[src/rtl/dmem_arb_pkg.sv]
// Shared defaults and FSM encodings for the two-master data-memory arbiter.
// Holds the DATA_W/ADDR_W/LOCK_MAX defaults and state constants the arbiter files import.
package dmem_arb_pkg;

  localparam int DEF_DATA_W   = 32;
  localparam int DEF_ADDR_W   = 16;
  localparam int DEF_LOCK_MAX = 8;
  localparam int NUM_MST      = 2;

  typedef enum logic [1:0] {
    ST_IDLE = 2'd0,
    ST_OWN0 = 2'd1,
    ST_OWN1 = 2'd2
  } arb_state_e;

  // Masters allowed to win arbitration in a given state.
  function automatic logic [NUM_MST-1:0] own_mask(input arb_state_e s);
    case (s)
      ST_OWN0: own_mask = 2'b01;
      ST_OWN1: own_mask = 2'b10;
      default: own_mask = 2'b11;
    endcase
  endfunction

endpackage

[src/rtl/dmem_arb_pick.sv]
// Two-way round-robin select: rr names the master granted most recently,
// so on a tie the other one wins.
module dmem_arb_pick (
  input  logic [1:0] req,
  input  logic       rr,
  input  logic [1:0] mask,
  output logic [1:0] gnt
);

  logic [1:0] elig;
  assign elig = req & mask;

  always_comb begin
    gnt = elig;
    if (&elig) gnt = rr ? 2'b01 : 2'b10;
  end

endmodule

[src/rtl/dmem_arb.sv]
// Two-master dmem arbiter: combinational grant, round-robin tie break,
// bounded lock ownership and registered per-master read return.
module dmem_arb
  import dmem_arb_pkg::*;
#(
  parameter int DATA_W   = DEF_DATA_W,
  parameter int ADDR_W   = DEF_ADDR_W,
  parameter int LOCK_MAX = DEF_LOCK_MAX
) (
  input  logic              clk,
  input  logic              rst_n,
  input  logic              m0_req,
  input  logic              m0_we,
  input  logic              m0_lock,
  input  logic [ADDR_W-1:0] m0_a,
  input  logic [DATA_W-1:0] m0_wd,
  output logic              m0_gnt,
  output logic              m0_rvalid,
  output logic [DATA_W-1:0] m0_rd,
  input  logic              m1_req,
  input  logic              m1_we,
  input  logic              m1_lock,
  input  logic [ADDR_W-1:0] m1_a,
  input  logic [DATA_W-1:0] m1_wd,
  output logic              m1_gnt,
  output logic              m1_rvalid,
  output logic [DATA_W-1:0] m1_rd,
  output logic [ADDR_W-1:0] mem_a,
  output logic              mem_we,
  output logic [DATA_W-1:0] mem_wd,
  input  logic [DATA_W-1:0] mem_rd
);

  localparam int CNT_W = $clog2(LOCK_MAX + 1);

  logic [NUM_MST-1:0]             req, we, lock, pick, gnt, rvalid_q;
  logic [NUM_MST-1:0][ADDR_W-1:0] a;
  logic [NUM_MST-1:0][DATA_W-1:0] wd, rd_q;

  assign req  = {m1_req, m0_req};
  assign we   = {m1_we, m0_we};
  assign lock = {m1_lock, m0_lock};
  assign a    = {m1_a, m0_a};
  assign wd   = {m1_wd, m0_wd};

  arb_state_e       state;
  logic             rr;
  logic             run;
  logic [CNT_W-1:0] lock_cnt;
  logic             own_idx;

  assign own_idx = (state == ST_OWN1);

  dmem_arb_pick u_pick (
    .req  (req),
    .rr   (rr),
    .mask (own_mask(state)),
    .gnt  (pick)
  );

  // run holds grants off until the first rising edge after reset release.
  assign gnt    = (run && rst_n) ? pick : '0;
  assign m0_gnt = gnt[0];
  assign m1_gnt = gnt[1];

  always_comb begin
    mem_a  = '0;
    mem_we = 1'b0;
    mem_wd = '0;
    for (int i = 0; i < NUM_MST; i++) begin
      if (gnt[i]) begin
        mem_a  = a[i];
        mem_we = we[i];
        mem_wd = wd[i];
      end
    end
  end

  always_ff @(posedge clk or negedge rst_n) begin
    if (!rst_n) begin
      state    <= ST_IDLE;
      rr       <= 1'b1;
      run      <= 1'b0;
      lock_cnt <= '0;
    end else begin
      run <= 1'b1;
      if (|gnt) rr <= gnt[1];
      case (state)
        ST_IDLE: begin
          if (|gnt && lock[gnt[1]] && LOCK_MAX > 1) begin
            state    <= gnt[1] ? ST_OWN1 : ST_OWN0;
            lock_cnt <= '0;
          end
        end
        default: begin
          // The entry grant counts as the first locked grant.
          if (!req[own_idx]) begin
            state <= ST_IDLE;
          end else if (gnt[own_idx]) begin
            lock_cnt <= lock_cnt + CNT_W'(1);
            if (!lock[own_idx] || int'(lock_cnt) >= LOCK_MAX - 2) state <= ST_IDLE;
          end
        end
      endcase
    end
  end

  always_ff @(posedge clk or negedge rst_n) begin
    if (!rst_n) begin
      rvalid_q <= '0;
      rd_q     <= '0;
    end else begin
      for (int i = 0; i < NUM_MST; i++) begin
        rvalid_q[i] <= gnt[i] & ~we[i];
        if (gnt[i] && !we[i]) rd_q[i] <= mem_rd;
      end
    end
  end

  assign m0_rvalid = rvalid_q[0];
  assign m1_rvalid = rvalid_q[1];
  assign m0_rd     = rd_q[0];
  assign m1_rd     = rd_q[1];

endmodule

[config.mk]
export PLATFORM = sky130hd
export DESIGN_NAME = dmem_arb
export DESIGN_NICKNAME = d
export VERILOG_FILES = /design/src/rtl/dmem_arb_pkg.sv /design/src/rtl/dmem_arb_pick.sv /design/src/rtl/dmem_arb.sv
export SDC_FILE = /design/constraint.sdc
export NUM_CORES = 1
export LEC_CHECK = 0
export BUFFER_PORTS_ARGS = -buffer_cell sky130_fd_sc_hd__buf_2
export CELL_PAD_IN_SITES_DETAIL_PLACEMENT = 2
export CELL_PAD_IN_SITES_GLOBAL_PLACEMENT = 2
export CORE_MARGIN = 4
export CORE_UTILIZATION = 25
export DETAILED_ROUTE_END_ITERATION = 8
export GPL_TIMING_DRIVEN = 0
export PLACE_DENSITY_LB_ADDON = 0.1
export SYNTH_ARGS = -nofsm -noshare
export SYNTH_HDL_FRONTEND = slang
export SYNTH_SLANG_ARGS = --single-unit
[constraint.sdc]
create_clock -name clk -period 3.5 [get_ports clk]
set_input_delay 0.175 -clock clk [delete_from_list [all_inputs] [get_ports clk]]
set_output_delay 0.175 -clock clk [all_outputs]
set_load 0.05 [all_outputs]
-- After elaboration in Yosys (flattened, before gate mapping)
Index checks and enable logic that the tools add are counted.
- input port bits: 136
- output and inout bits: 117
- flip-flop bits (word level): 74
- mux-type cells: 28
- equality and inequality tests: 5
- $add $sub $neg: 1
- bitwise gates (word level): 5
- reduce and logical (&&, ||, !) cells: 15
- magnitude comparators: 3
- operators with widths (kind ; count):
    two-way mux 32 bit ; 2
    two-way mux 16 bit ; 2
    two-way mux 2 bit ; 9
    two-way mux 4 bit ; 4
    two-way mux 1 bit ; 10
    != test 3 x 1 -> 1 bit, second input constant ; 2
    AND reduction 3 bit ; 2
    adder 4 x 1 -> 4 bit, second input constant ; 1
    >= comparator 4 x 3 -> 1 bit, second input constant ; 1
    logical AND 1 bit ; 4
    less-than comparator 1 x 2 -> 1 bit, second input constant ; 2
    one-hot mux 2 bit (2 select lines) ; 1
    nonzero test 2 bit ; 2
    logical NOT 1 bit ; 3
    AND 1 bit ; 2
    AND 2 bit ; 1
    == test 2 x 1 -> 1 bit, second input constant ; 1
    == test 2 bit, second input constant ; 1
    logical NOT 2 bit ; 1
    != test 2 bit, second input constant ; 1
    NOT 1 bit ; 2
    AND reduction 2 bit ; 1
    OR reduction 2 bit ; 1
    logical OR 1 bit ; 1

-- Longest topological paths before layout
- depth in word-level cells: 11
- gate-level depth with buffers: 8

-- Modules after synthesis
A second synthesis with hierarchy kept.
- cell total of the unflattened synthesis: 325
- area total of the unflattened synthesis: 3403.3 um^2
- by module, submodules not included (module ; cells an instance ; seq. area each (um^2) ; instances ; area an instance (um^2)):
    dmem_arb ; 322 ; 1853.0 ; 1 ; 3383.2
    dmem_arb_pick ; 3 ; 0.0 ; 1 ; 20.0

-- Least setup slack after synthesis
No wires, ideal clock.
- path type: register to output
- start point: register rr
- end point: output mem_wd[17]
- stages on the path, launching flop included: 5
- slack: 1.016 ns
- data required time: 3.325 ns
- arrival: 2.309 ns
- path through: dfstp_2 -> and2b_1 -> a211oi_4 -> clkbuf_1 -> a22o_1
- longest elaborated chain between the ends: 5
- RTL lines (item ; RTL line ; text):
    from (decl) ; dmem_arb.sv:47 ; logic rr;
    from (signal assigned) ; dmem_arb.sv:87 ; if (|gnt) rr <= gnt[1];
    two-way mux 2 bit (2 in a row) ; dmem_arb_pick.sv:15 ; if (&elig) gnt = rr ? 2'b01 : 2'b10;
    two-way mux 2 bit ; dmem_arb.sv:62 ; assign gnt = (run && rst_n) ? pick : '0;
    net m0_gnt ; dmem_arb.sv:17 ; output logic m0_gnt,
    two-way mux 32 bit (2 in a row) ; dmem_arb.sv:71 ; if (gnt[i]) begin
    to (decl) ; dmem_arb.sv:30 ; output logic [DATA_W-1:0] mem_wd,
The timed path passes the listed nets, and every way through them passes these cells.

-- Worst setup path in the final report
- start point: input rst_n
- end point: output mem_a[0]
- longest elaborated chain between the ends: 4
- RTL lines (item ; RTL line ; text):
    from (decl) ; dmem_arb.sv:11 ; input logic rst_n,
    logical AND 1 bit (*) ; dmem_arb.sv:62 ;
    two-way mux 2 bit (*) ; dmem_arb.sv:62 ;
    two-way mux 16 bit ; dmem_arb.sv:71 ;
    two-way mux 16 bit (*) ; dmem_arb.sv:71 ;
    to (decl) ; dmem_arb.sv:28 ; output logic [ADDR_W-1:0] mem_a,
Every way passes the cells marked *; elsewhere a longest branch is shown, timed or not.

==> flow_summary_export.csv <==
group,metric,value,unit
worst_hold_path,min_path_type,"primary input to register",
placed_design,hpwl,11.8,mm
power_and_ir_drop,ir_drop,0.258,mV
placed_design,placed_cell_area,5050,µm²
critical_path,r2r-end,"m0_rd[21]",
power_and_ir_drop,combPwrFrac,43.2,%
synthesis,netlist_instances,266,
critical_path,r2r_slack,1130,ps
timing,slew_headroom,63.2,%
route,postRouteAntennaNets,0,
global_routing,globalRouteOverflowTotal,0,
placed_design,place_ws,1110,ps
die,die_h,127,µm
worst_hold_path,min_to,"m0_rd[29]",
power_and_ir_drop,swShare,44.0,%
critical_path,cp.arrival,2690,ps
clocking,cts_tree,"done",
global_routing,grt_pass1_vias,3935,
synthesis,ys_seq_area_share,52.5,%
route,drt_iter0_drc,70,
final_layout,syn2layout_area_growth,53.0,%
timing,clock.fmax,349,MHz
run_status,outcome,"finished, final reports clean",
clocking,clk_pin_slew,60,ps
die,num_rows,43,
global_routing,antenna_found_initial,3,
critical_path,timing.rr.start,"rr",
critical_path,rr_worst_depth,6,
power_and_ir_drop,p_leak,0.00284,µW
final_layout,nets,669,
power_and_ir_drop,pwr_density_cell,750,nW/µm²
synthesis,synthesis.area_per_instance,13.3,µm²
timing,final-setup-viol-count,0,
clocking,cts_buffers,9,
power_and_ir_drop,netSwitchingPower,1780,µW
final_layout,fin_util,38.9,%
timing,holdWs,77.1,ps
power_and_ir_drop,p_int,2270,µW
final_layout,layout_common_cells,"buf_2 (252), dfrtp_1 (73), mux2_2 (58)",
power_and_ir_drop,p_clk_share,26.1,%
synthesis,synth_edf_count,0,
timing,slew_violations,0,
die,io_pins,253,
synthesis,synth_fp_nets,404,
worst_hold_path,min-delay-start,"mem_rd[29]",
worst_hold_path,hold_depth,2,
timing,rsz0062_at_grt,"false",
critical_path,worstSetupPathType,"primary input to output pin",
timing,finClkSkew,4.30,ps
timing,hold_viol,0,
route,vias,3312,
synthesis,synthArstFlopShare,100,%
die,die_width,127,µm
clocking,cts_buffer_depth,2,
global_routing,grt_max_degree,53,
critical_path,crit_path_max_fanout,27,
timing,period_needed,2860,ps
final_layout,final_common_cell,"buf_2",
clocking,htreeDepth,3,
synthesis,ys.flop_type,"dfrtp_1",
clocking,post_cts_buffers,0,
global_routing,grt_pass1_wl,21.6,mm
flow_run,max-cap-violations,0,
placed_design,globalplace.congestion,0.810,
clocking,clock_sinks,74,
critical_path,crit_required,3320,ps
route,firstDrtPassIters,4,
timing,setup_slack,637,ps
critical_path,crit_path_end_kind,"output pin",
die,start_util,25.4,%
placed_design,port_buffers,252,
route,via_per_inst,4.62,
power_and_ir_drop,seqPwrFrac,30.7,%
route,wl_per_cell,19.6,µm
route,wl,14.1,mm
power_and_ir_drop,power,4050,µW
synthesis,ys_ff_latch,74,
clocking,insertion_delay,330,ps
die,die-area,16100,µm²
die,core_region_area,13900,µm²
clocking,cts_root_buffer,"clkbuf_16",
timing,worst_pin_slew,550,ps
route,drc,0,
synthesis,synth_cell_type_count,38,
synthesis,synth_area,3530,µm²
synthesis,yosysWarnings,0,
final_layout,fin_area,5400,µm²
timing,fin_crit_sh,81.8,%
critical_path,worstSetupStartpointType,"primary input",
final_layout,layout-drive-gt1-share,63.8,%
global_routing,grt_use_total,17.3,%
## worst max-delay path, cell delays in order
cell	delay [ps]
dlygate4sd3_1	530
buf_4	340
nand3_1	190
a211oi_4	540
clkbuf_1	420
a22o_1	190
buf_2	280
## area by class of cell
| cell class | count | area [µm²] |
|---|---|---|
| multi-input cells | 169 | 1540 |
| repair buffers | 254 | 1300 |
| diodes | 1 | 2.50 |
| clock buffers | 9 | 225 |
| plain buffers | 20 | 133 |
| flip-flops and latches | 74 | 1850 |
| clock inverters | 7 | 116 |
| fillers | 1519 | 8480 |
| inverters | 3 | 11.3 |
| well taps | 180 | 225 |
## how the worst max path moves through the flow
| stage | start | to | slack, ps | cells past startpoint |
|---|---|---|---|---|
| global placement | rst_n | mem_wd[29] | -20 | 6 |
| global route | rst_n | mem_a[0] | 380 | 7 |
| floorplan | rr | mem_wd[17] | 1020 | 4 |
| detailed placement | rr | mem_wd[24] | 1110 | 5 |
| CTS | rst_n | mem_wd[24] | 560 | 7 |
| finish | rst_n | mem_a[0] | 640 | 7 |
## power by group through the flow
stage	Sequential [µW]	Clock [µW]	Combinational, µW
finish	1240	1060	1750
global route	1280	1130	1840
CTS	1250	1100	1780
detailed placement	1260	0	1770
global placement	1240	0	1730
floorplan	2070	0	444
## routing by layer
layer	up-vias	part of all wire, %	track usage [%]	routed length (µm)
li1	1532	-	-	-
met1	1605	36	17.7	5000
met2	153	53	32.2	7470
met3	18	9.1	6.78	1280
met4	4	2.0	5.24	278
met5	-	0.15	0	21
## kinds of logic after synthesis
logic type | synth area share (%)
muxes | 21.0
AOI/OAI and AO/OA | 17.1
other | 0.106
buffers and inverters | 4.07
DFF | 52.5
and+or+nand+nor | 4.57
adders and majority gates | 0.708
## state kept, by name, indices dropped and copies added, names as in the netlist
| name | flops |
|---|---|
| lock_cnt | 4 |
| m0_rd | 32 |
| rr | 1 |
| run | 1 |
| state | 2 |
| rvalid_q | 2 |
| m1_rd | 32 |
## metrics by stage
stage               cells  TNS [ps]
finish                717         0
global route          717         0
CTS                   716         0
detailed placement    699         0
global placement      698      -107
floorplan             266         0
## Yosys cell counts (2+ instances only)
cell type	number	area share, %
and2b_1	2	0.42
buf_4	3	0.64
mux2_1	7	2.2
dfrtp_1	73	52
o211a_1	2	0.57
nor2_1	5	0.53
a22o_1	49	12
o21ai_0	9	1.3
nand3_1	5	0.71
buf_6	6	1.9
nor3_1	2	0.28
nand2_1	4	0.42
a21oi_1	3	0.42
inv_1	3	0.32
a211o_1	2	0.50
ha_1	2	0.71
mux2_2	58	18
clkbuf_1	10	1.1
a31oi_1	2	0.35
## what timing repair did
item                                   CTS  global route
resized for setup                        0             0
hold buffers                             1             0
endpoints found under the hold margin   21             0
Power figures use the tool's default switching activity.
